===== src/rtl/rtsnoc_bridge_pkg.sv =====
// rtl/rtsnoc_bridge_pkg.sv - shared widths, field offsets and FSM encodings for the RTSNoC achannel bridge
package rtsnoc_bridge_pkg;

    // Each address field in an achannel message occupies one byte.
    localparam int ADDR_BYTE_W = 8;
    // The local-port field is always 3 bits on the NoC side.
    localparam int LOCAL_W     = 3;
    // Zero-extension width for the local field in an achannel byte.
    localparam int LOCAL_DIFF  = ADDR_BYTE_W - LOCAL_W;

    // Offsets of the address bytes above the data field in an achannel message.
    localparam int MSG_X_OFS = 0;
    localparam int MSG_Y_OFS = ADDR_BYTE_W;
    localparam int MSG_L_OFS = 2 * ADDR_BYTE_W;

    // Two-state strobe FSM used on every handshake side.
    localparam logic [0:0] ST_IDLE   = 1'b0;
    localparam logic [0:0] ST_STROBE = 1'b1;

    // NoC flit width: data plus origin and destination {X,Y,local}.
    function automatic int bus_width(input int size_x, input int size_y, input int size_data);
        return size_data + 2 * size_x + 2 * size_y + 2 * LOCAL_W;
    endfunction

    // Zero-extension width of a mesh coordinate into an achannel byte.
    function automatic int size_diff(input int size_w);
        return ADDR_BYTE_W - size_w;
    endfunction

endpackage


===== src/rtl/rtsnoc_sync_fifo.sv =====
// rtl/rtsnoc_sync_fifo.sv - synchronous FIFO with registered read-first output
// Ports: clk_i/rst_i (sync active-high), push/wdata, pop, full, empty, rdata.
// rdata is loaded from the head entry on the edge that pops it and then holds.
// A push while full is accepted only if a pop happens on the same edge; a pop
// while empty is ignored, so an empty FIFO never passes data straight through.
module rtsnoc_sync_fifo #(
    parameter int WIDTH      = 8,
    parameter int DEPTH_LOG2 = 2
) (
    input  logic             clk_i,
    input  logic             rst_i,
    input  logic             push,
    input  logic [WIDTH-1:0] wdata,
    input  logic             pop,
    output logic             full,
    output logic             empty,
    output logic [WIDTH-1:0] rdata
);

    localparam int DEPTH = 1 << DEPTH_LOG2;

    logic [WIDTH-1:0]      mem [DEPTH];
    logic [DEPTH_LOG2-1:0] wptr;
    logic [DEPTH_LOG2-1:0] rptr;
    logic [DEPTH_LOG2:0]   count;
    logic                  do_push;
    logic                  do_pop;

    // count never exceeds DEPTH, so its MSB alone marks the full state.
    assign full    = count[DEPTH_LOG2];
    assign empty   = (count == '0);
    assign do_pop  = pop && !empty;
    assign do_push = push && (!full || do_pop);

    always_ff @(posedge clk_i) begin
        if (do_push) begin
            mem[wptr] <= wdata;
        end
    end

    always_ff @(posedge clk_i) begin
        if (rst_i) begin
            wptr  <= '0;
            rptr  <= '0;
            count <= '0;
            rdata <= '0;
        end else begin
            if (do_push) begin
                wptr <= wptr + 1'b1;
            end
            if (do_pop) begin
                rdata <= mem[rptr];
                rptr  <= rptr + 1'b1;
            end
            case ({do_push, do_pop})
                2'b10:   count <= count + 1'b1;
                2'b01:   count <= count - 1'b1;
                default: count <= count;
            endcase
        end
    end

endmodule


===== src/rtl/rtsnoc_achannel_bridge.sv =====
// rtl/rtsnoc_achannel_bridge.sv - buffered bridge between an RTSNoC local port and RMI achannels
// Ports: clk_i/rst_i (sync active-high); router side din_o/wr_o/wait_i, dout_i/nd_i/rd_o;
// own address x/y/local_addr; achannel TX tx_ch_z_i/tx_ch_lz_i/tx_ch_vz_o;
// achannel RX rx_ch_z_o/rx_ch_lz_i/rx_ch_vz_o; drop_cnt_o counts filtered packets.
module rtsnoc_achannel_bridge
    import rtsnoc_bridge_pkg::*;
#(
    parameter int SIZE_X        = 1,
    parameter int SIZE_Y        = 1,
    parameter int SIZE_DATA     = 56,
    parameter int RMI_MSG_SIZE  = 80,
    parameter int TX_DEPTH_LOG2 = 2,
    parameter int RX_DEPTH_LOG2 = 2,
    parameter bit CHECK_DST     = 1'b0
) (
    input  logic                                           clk_i,
    input  logic                                           rst_i,
    output logic [bus_width(SIZE_X, SIZE_Y, SIZE_DATA)-1:0] din_o,
    output logic                                           wr_o,
    input  logic                                           wait_i,
    input  logic [bus_width(SIZE_X, SIZE_Y, SIZE_DATA)-1:0] dout_i,
    input  logic                                           nd_i,
    output logic                                           rd_o,
    input  logic [SIZE_X-1:0]                              x,
    input  logic [SIZE_Y-1:0]                              y,
    input  logic [LOCAL_W-1:0]                             local_addr,
    input  logic [RMI_MSG_SIZE-1:0]                        tx_ch_z_i,
    input  logic                                           tx_ch_lz_i,
    output logic                                           tx_ch_vz_o,
    output logic [RMI_MSG_SIZE-1:0]                        rx_ch_z_o,
    input  logic                                           rx_ch_lz_i,
    output logic                                           rx_ch_vz_o,
    output logic [15:0]                                    drop_cnt_o
);

    localparam int BUS     = bus_width(SIZE_X, SIZE_Y, SIZE_DATA);
    localparam int ADDR_W  = SIZE_X + SIZE_Y + LOCAL_W;
    localparam int RX_W    = SIZE_DATA + ADDR_W;
    localparam int DST_L   = SIZE_DATA;
    localparam int DST_Y   = DST_L + LOCAL_W;
    localparam int DST_X   = DST_Y + SIZE_Y;
    localparam int SX_DIFF = size_diff(SIZE_X);
    localparam int SY_DIFF = size_diff(SIZE_Y);

    if (RMI_MSG_SIZE != SIZE_DATA + 3 * ADDR_BYTE_W) begin : g_bad_msg_size
        $error("RMI_MSG_SIZE must equal SIZE_DATA + 24");
    end
    if (SX_DIFF < 0 || SY_DIFF < 0) begin : g_bad_coord_size
        $error("SIZE_X and SIZE_Y must fit in an address byte");
    end

    logic [0:0]              tx_acc_st, tx_snd_st, rx_rd_st, rx_dlv_st;
    logic                    tx_full, tx_empty, tx_acc, tx_pop;
    logic                    rx_full, rx_empty, rx_read, rx_push, rx_deliver, dst_ok;
    logic [RMI_MSG_SIZE-1:0] tx_head;
    logic [RX_W-1:0]         rx_wdata, rx_head;
    logic [ADDR_W-1:0]       orig_q;
    logic [15:0]             drop_cnt_q;
    logic                    unused_tx_bits;

    // ---------------- achannel -> NoC ----------------
    // A full FIFO still accepts when the send side pops on the same edge.
    assign tx_pop = !tx_empty && !wait_i && (tx_snd_st == ST_IDLE);
    assign tx_acc = tx_ch_lz_i && (tx_acc_st == ST_IDLE) && (!tx_full || tx_pop);

    rtsnoc_sync_fifo #(
        .WIDTH      (RMI_MSG_SIZE),
        .DEPTH_LOG2 (TX_DEPTH_LOG2)
    ) u_tx_fifo (
        .clk_i (clk_i),
        .rst_i (rst_i),
        .push  (tx_acc),
        .wdata (tx_ch_z_i),
        .pop   (tx_pop),
        .full  (tx_full),
        .empty (tx_empty),
        .rdata (tx_head)
    );

    // Destination fields come from the low bits of each address byte; the
    // origin is captured with the pop so din_o stays fully registered.
    assign din_o = {orig_q,
                    tx_head[SIZE_DATA + MSG_X_OFS +: SIZE_X],
                    tx_head[SIZE_DATA + MSG_Y_OFS +: SIZE_Y],
                    tx_head[SIZE_DATA + MSG_L_OFS +: LOCAL_W],
                    tx_head[SIZE_DATA-1:0]};
    assign unused_tx_bits = ^tx_head;

    // ---------------- NoC -> achannel ----------------
    assign dst_ok = (dout_i[DST_X +: SIZE_X] == x) &&
                    (dout_i[DST_Y +: SIZE_Y] == y) &&
                    (dout_i[DST_L +: LOCAL_W] == local_addr);

    assign rx_deliver = !rx_empty && rx_ch_lz_i && (rx_dlv_st == ST_IDLE);
    assign rx_read    = nd_i && (rx_rd_st == ST_IDLE) && (!rx_full || rx_deliver);
    assign rx_push    = rx_read && (!CHECK_DST || dst_ok);
    assign rx_wdata   = {dout_i[BUS-1 -: ADDR_W], dout_i[SIZE_DATA-1:0]};

    rtsnoc_sync_fifo #(
        .WIDTH      (RX_W),
        .DEPTH_LOG2 (RX_DEPTH_LOG2)
    ) u_rx_fifo (
        .clk_i (clk_i),
        .rst_i (rst_i),
        .push  (rx_push),
        .wdata (rx_wdata),
        .pop   (rx_deliver),
        .full  (rx_full),
        .empty (rx_empty),
        .rdata (rx_head)
    );

    // rx_head layout: {X_orig, Y_orig, local_orig, data}.
    assign rx_ch_z_o = {ADDR_BYTE_W'(rx_head[SIZE_DATA +: LOCAL_W]),
                        ADDR_BYTE_W'(rx_head[RX_W-1-SIZE_X -: SIZE_Y]),
                        ADDR_BYTE_W'(rx_head[RX_W-1 -: SIZE_X]),
                        rx_head[SIZE_DATA-1:0]};

    // ---------------- strobe FSMs and drop counter ----------------
    // Every accept condition requires ST_IDLE, so STROBE always lasts one cycle.
    always_ff @(posedge clk_i) begin
        if (rst_i) begin
            tx_acc_st  <= ST_IDLE;
            tx_snd_st  <= ST_IDLE;
            rx_rd_st   <= ST_IDLE;
            rx_dlv_st  <= ST_IDLE;
            orig_q     <= '0;
            drop_cnt_q <= '0;
        end else begin
            tx_acc_st <= tx_acc     ? ST_STROBE : ST_IDLE;
            tx_snd_st <= tx_pop     ? ST_STROBE : ST_IDLE;
            rx_rd_st  <= rx_read    ? ST_STROBE : ST_IDLE;
            rx_dlv_st <= rx_deliver ? ST_STROBE : ST_IDLE;
            if (tx_pop) begin
                orig_q <= {x, y, local_addr};
            end
            if (rx_read && !rx_push && (drop_cnt_q != 16'hFFFF)) begin
                drop_cnt_q <= drop_cnt_q + 16'd1;
            end
        end
    end

    assign tx_ch_vz_o = (tx_acc_st == ST_STROBE);
    assign wr_o       = (tx_snd_st == ST_STROBE);
    assign rd_o       = (rx_rd_st  == ST_STROBE);
    assign rx_ch_vz_o = (rx_dlv_st == ST_STROBE);
    assign drop_cnt_o = drop_cnt_q;

endmodule


===== config.mk =====
export PLATFORM = sky130hd
export DESIGN_NAME = rtsnoc_achannel_bridge
export DESIGN_NICKNAME = d
export VERILOG_FILES = /design/src/rtl/rtsnoc_bridge_pkg.sv /design/src/rtl/rtsnoc_sync_fifo.sv /design/src/rtl/rtsnoc_achannel_bridge.sv
export SDC_FILE = /design/constraint.sdc
export NUM_CORES = 1
export LEC_CHECK = 0
export ABC_AREA = 1
export ABC_CLOCK_PERIOD_IN_PS = 5400
export CORE_MARGIN = 5
export CORE_UTILIZATION = 50
export CTS_BUF_LIST = sky130_fd_sc_hd__clkbuf_8
export CTS_CLUSTER_SIZE = 14
export DETAILED_ROUTE_END_ITERATION = 6
export GPL_ROUTABILITY_DRIVEN = 0
export PLACE_DENSITY = 0.77
export SYNTH_ARGS = -nofsm -noshare
export SYNTH_HDL_FRONTEND = slang
export SYNTH_HIERARCHICAL = 1
export SYNTH_SLANG_ARGS = --single-unit

===== constraint.sdc =====
create_clock -name clk_i -period 5.4 [get_ports clk_i]
set_input_delay 0.81 -clock clk_i [delete_from_list [all_inputs] [get_ports clk_i]]
set_output_delay 0.81 -clock clk_i [all_outputs]
set_load 0.1 [all_outputs]

==> results of run 1 <==
-- stage by stage --
step | setup slack, ns | utilization, % | hold slack [ns] | std cells
6_report | 2.33 | 59.8 | 0.483 | 3962
5_1_grt | 2.14 | 59.8 | 0.504 | 3961
4_1_cts | 2.22 | 59.8 | 0.485 | 3958
3_5_place_dp | 1.90 | 55.7 | 0.470 | 3763
3_3_place_gp | 1.95 | 55.7 | 0.464 | 3763
2_1_floorplan | 1.06 | - | 0.498 | 2954
-- layout by cell type (no fill, tap or decap), drive strengths merged, types with 11 or more instances in the layout --
master and instances:
nand2 884, conb 35, clkdlybuf4s50 263, nor2 282, inv 683, dfxtp 145
a21oi 11, nand3 249, edfxtp 488, o21ai 12, clkbuf 126, buf 25
clkinv 38
-- area by class of cell --
type / count / area (sq um) / area share [%]
Timing Repair Buffer: 288 / 2870 / 8.94
Tap cell: 696 / 871 / 2.71
Sequential cell: 633 / 17600 / 54.7
Inverter: 656 / 2470 / 7.68
Antenna cell: 4 / 10.0 / 0.0312
Clock inverter: 69 / 444 / 1.38
Clock buffer: 126 / 1730 / 5.40
Multi-Input combinational cell: 1490 / 6160 / 19.2
-- power by group through the flow --
stage | registers, mW | clock network, mW | logic, mW
floorplan | 8.42 | 0 | 2.29
global placement | 6.40 | 0 | 5.40
detailed placement | 6.42 | 0 | 5.49
CTS | 6.32 | 4.33 | 5.51
global route | 6.39 | 4.57 | 5.89
finish | 6.32 | 4.22 | 5.47
-- registers in the layout (all words and copies together), names as in the netlist --
signal,flops
u_rx_fifo/rptr,2
u_tx_fifo/rptr,2
u_rx_fifo/mem,244
u_tx_fifo/rdata,61
rx_ch_vz_o,1
tx_ch_vz_o,1
u_rx_fifo/rdata,61
wr_o,1
rd_o,1
u_rx_fifo/count,3
u_rx_fifo/wptr,2
u_tx_fifo/wptr,2
orig_q,5
u_tx_fifo/count,3
u_tx_fifo/mem,244
-- path summary, 6_finish.rpt --
kind	endpoint	startpoint	slack, ns	cells after the start
setup / recovery	wr_o	wr_o	2.33	1
hold / removal	orig_q[2]	orig_q[2]	0.48	2
setup reg to reg	u_tx_fifo/count[2]	u_tx_fifo/count[2]	2.45	16
hold reg to reg	orig_q[2]	orig_q[2]	0.48	2
-- metal layers --
layer / up-vias / share of wire, %
met5: - / 0.033
met4: 4 / 2.5
met3: 91 / 5.3
met2: 450 / 50
met1: 8539 / 42
li1: 9289 / -
==> flow_summary_export.csv, run 1 <==
group,metric,value,unit
run_status,status,"completed",
place,portBuffers,263,
setup_path,crit_chain,"clkdlybuf4s50_1",
setup_path,worst_path_max_delay_cell,"clkdlybuf4s50_1",
global_routing,grt_max_degree,101,
power,power.static_leakage,14.7,nW
power,clkPwrFrac,26.4,%
global_routing,first_global_vias,17500,
global_routing,grt.met2_usage,33.9,%
setup_path,setup.worst_path.start_class,"flop",
cells_and_area,areaGrowthSynthToFinish,18.7,%
setup_path,required,4.59,ns
cts,postCtsSetupBuffers,0,
place,dpl_cell_area,29900,sq um
global_routing,grt_util_met3,3.41,%
detailed_routing,avgViaCountPerCell,4.64,
power,p_seq_share,39.4,%
min_path,hold_class,"reg -> reg",
cts,cts_tree,"done",
detailed_routing,drt_iter0_drc,959,
global_routing,grt_usage,19.2,%
cts,cts_root_buf,"clkbuf_8",
timing,relSlewSlack,23.2,%
power,swShare,39.8,%
global_routing,busiest_layer,"met2",
setup_path,crit_path_end_kind,"output port",
power,peakVddDrop,0.000419,V
power,finalPower,16.0,mW
detailed_routing,vias,18400,
floorplanning,initial_core_util,50.4,%
global_routing,grt_antenna_before_repair,7,
timing,tns,0,ns
setup_path,crit_buf_inv,1,
setup_path,critPathTopFamily,"buffers and inverters",
timing,fin_crit,3.07,ns
timing,rsz0062_at_grt,"no",
setup_path,cp_max_fo,2,
cells_and_area,drive_gt1_share,6.32,%
flow_run,drv_cap,0,
global_routing,grt_first_pass_wirelength,90400,um
yosys,synth_area_per_cell,9.27,sq um
yosys,ys_warn_count,6,
timing,drv_slew,0,
global_routing,grt_util_met1,23.8,%
cts,clk_pin_slew,0.06,ns
floorplanning,die_w,243,um
cells_and_area,nFillCells,4299,
cells_and_area,fin_area,32100,sq um
yosys,synth_area,27100,sq um
yosys,syn-instance-count,2920,
detailed_routing,detail_route.wl_per_cell,14.7,um
place,dp_hpwl,33300,um
cts,cts_made_buffers,103,
power,p_comb_share,34.2,%
floorplanning,pin_count,323,
floorplanning,row_count,85,
detailed_routing,first_pass_iters,5,
setup_path,crit_path_max_incr_delay,1.17,ns
timing,timing.fmax,0.325,GHz
floorplanning,coreArea,53700,sq um
cells_and_area,final_nets,3341,
global_routing,grt-ovfl-total,0,
cts,cts_htree_levels,3,
power,power_density,499,nW/um^2
timing,final-setup-viol-count,0,
cts,cts_max_path_buffers,3,
detailed_routing,ant_nets,0,
floorplanning,dieArea,58900,sq um
floorplanning,fp.dieH,243,um
power,p_sw,6.37,mW
setup_path,worstSetupPathType,"reg -> out",
cts,hold_buffers,0,
detailed_routing,drt_wl_total,58100,um
power,p_int,9.64,mW
timing,period_share,56.9,%
timing,hold_violations,0,
timing,skew,0.0222,ns
cts,ctsResizeCount,0,
detailed_routing,drc,0,
timing,worstMarginPinSlew,1.15,ns
setup_path,worstPathArrival,2.26,ns
cts,insertion_delay,0.69,ns
cts,cts.sinks,633,
(Power assumes the default switching activity.)
==> inputs of run 2 (changes only) <==
ABC_CLOCK_PERIOD_IN_PS = 3100   (was 5400)
PLACE_DENSITY = 0.74   (was 0.77)
clock period = 3.1 ns   (was 5.4 ns; I/O delays follow)
==> run 2 against run 1 <==
Net effect:
- register-to-register slack worse by 2.0 ns
- via count up 2.0%
- combinational power up 75%
- first-iteration DRC count down 2.3%
- cell count up 0.50%
- critical path depth up 15
- utilization up 0.051 points
- clock-buffer cell count down 13
- critical endpoint is now u_rx_fifo/count[2]
- largest power group unchanged
==> flow_summary_export.csv, run 2 (synthesized netlist as in run 1, its figures left out) <==
group,metric,value,unit
setup_path,r2r_slack,0.48,ns
power,peakVddDrop,0.000632,V
global_routing,grt_first_pass_wirelength,96100,um
detailed_routing,detail_route.wl_per_cell,15.2,um
min_path,whs_path_depth,1,
timing,worstMarginPinSlew,0.892,ns
setup_path,crit_chain,"nor2_1 -> nand2_1 -> inv_1 -> inv_1 -> nand3_1 -> inv_1 -> o21ai_2 -> ha_1 -> inv_1 -> fa_1 -> inv_1 -> nand2_1 -> nand3_1 -> nand2_1 -> nand2_1 -> nor2_1",
timing,tns,0,ns
cells_and_area,final_nets,3361,
global_routing,grt.met2_usage,35.8,%
detailed_routing,drt_iter0_drc,937,
place,portBuffers,263,
detailed_routing,drc,0,
detailed_routing,ant_nets,0,
cts,cts_root_buf,"clkbuf_8",
cts,cts_htree_levels,3,
floorplanning,initial_core_util,50.4,%
setup_path,r2r_cells,16,
timing,drv_slew,0,
place,pre_cts_slack,0.219,ns
setup_path,crit_buf_inv,5,
timing,fin_crit,2.62,ns
place,dp_hpwl,36100,um
timing,relSlewSlack,40.5,%
global_routing,grt_antenna_before_repair,6,
cells_and_area,final_common_cell,"nand2_1",
power,power_density,870,nW/um^2
floorplanning,pin_count,323,
setup_path,cp_max_fo,8,
cts,cts_made_buffers,101,
floorplanning,coreArea,53700,sq um
run_status,status,"completed",
setup_path,rr_startpoint,"u_rx_fifo/count[2]",
timing,skew,0.0305,ns
cells_and_area,drive_gt1_share,10.5,%
cells_and_area,areaGrowthSynthToFinish,18.8,%
floorplanning,fp.dieH,243,um
timing,period_share,84.6,%
setup_path,crit_path_end_kind,"flop",
timing,layout_setup_ws,0.478,ns
cells_and_area,final_cell_mix,"882 x nand2_1, 683 x inv_1, 488 x edfxtp_1",
setup_path,timing.rr.end,"u_rx_fifo/count[2]",
global_routing,grt_util_met1,24.2,%
floorplanning,die_w,243,um
timing,holdWs,0.410,ns
min_path,hp-start,"tx_ch_z_i[51]",
global_routing,first_global_vias,18800,
global_routing,grt-ovfl-total,0,
setup_path,required,3.67,ns
setup_path,crit_path_max_incr_delay,0.54,ns
detailed_routing,drt_wl_total,60400,um
global_routing,busiest_layer,"met2",
cts,insertion_delay,0.68,ns
global_routing,grt_max_degree,125,
detailed_routing,first_pass_iters,5,
timing,timing.fmax,0.381,GHz
setup_path,critPathTopFamily,"adder cells",
cts,hold_buffers,0,
cts,postCtsSetupBuffers,0,
setup_path,worst_path_max_delay_cell,"o21ai_2",
min_path,whs_endpoint,"u_tx_fifo/mem[3][51]",
cts,ctsResizeCount,0,
detailed_routing,vias,18700,
setup_path,worstSetupPathType,"reg -> reg",
floorplanning,row_count,85,
detailed_routing,avgViaCountPerCell,4.71,
power,power.static_leakage,15.2,nW
cts,clk_pin_slew,0.06,ns
global_routing,grt_util_met3,4.30,%
setup_path,setup.worst_path.start_class,"flop",
flow_run,drv_cap,0,
timing,hold_violations,0,
cts,cts_max_path_buffers,3,
setup_path,worstPathArrival,3.19,ns
cts,cts.sinks,633,
cts,cts_tree,"done",
timing,final-setup-viol-count,0,
timing,rsz0062_at_grt,"no",
setup_path,critPathMostFrequentCell,"inv_1",
cells_and_area,largestRegisters,"u_rx_fifo/mem: 244 flops, u_tx_fifo/mem: 244 flops",
floorplanning,dieArea,58900,sq um
min_path,hold_class,"in -> reg",
global_routing,grt_usage,20.2,%
run 2: stage by stage:
stage          utilization (%)  area (sq um)  instances  power [mW]
2_1_floorplan                -         27200       2954        18.6
3_3_place_gp              55.8         30000       3785        20.5
3_5_place_dp              55.8         30000       3785        20.7
4_1_cts                   59.8         32100       3977        28.2
5_1_grt                   59.9         32100       3982        29.5
6_report                  59.9         32100       3982        28.0
run 2: final cells by class:
type,count,area (sq um)
flip-flops and latches,633,17600
inverters,656,2470
multi-input cells,1490,6160
fillers,4390,21600
repair buffers,310,2920
clock buffers,113,1560
well taps,696,871
clock inverters,79,598
diodes,5,12.5
run 2: metal layers:
metal	share of wire (%)	vias up
met1	41	8800
met5	0.022	-
li1	-	9341
met3	5.8	110
met2	50	489
met4	2.6	2
run 2: how the worst max path moves through the flow:
stage | startpoint | endpoint | slack [ns] | depth (start not counted)
4_1_cts | u_rx_fifo/count[1] | u_rx_fifo/count[2] | 0.48 | 16
6_report | u_rx_fifo/count[2] | u_rx_fifo/count[2] | 0.48 | 16
2_1_floorplan | wr_o | u_tx_fifo/mem[0][0] | -0.19 | 7
5_1_grt | u_rx_fifo/count[2] | u_rx_fifo/count[2] | 0.25 | 16
3_3_place_gp | rx_ch_lz_i | u_rx_fifo/count[2] | 0.20 | 13
3_5_place_dp | rx_ch_lz_i | u_rx_fifo/count[2] | 0.22 | 13
run 2: worst reg2reg max path, delay by kind of cell, from the launching register on:
kind / cells / cell delay [ns]
AOI/OAI and AO/OA: 1 / 0.54
adders and majority gates: 2 / 0.66
buffers and inverters: 5 / 0.38
DFF: 1 / 0.32
and+or+nand+nor: 8 / 0.64
run 2: where the power goes:
part           internal [mW]  switching (mW)
registers               10.4           0.561
clock network           4.13            3.29
logic                   2.23            7.31
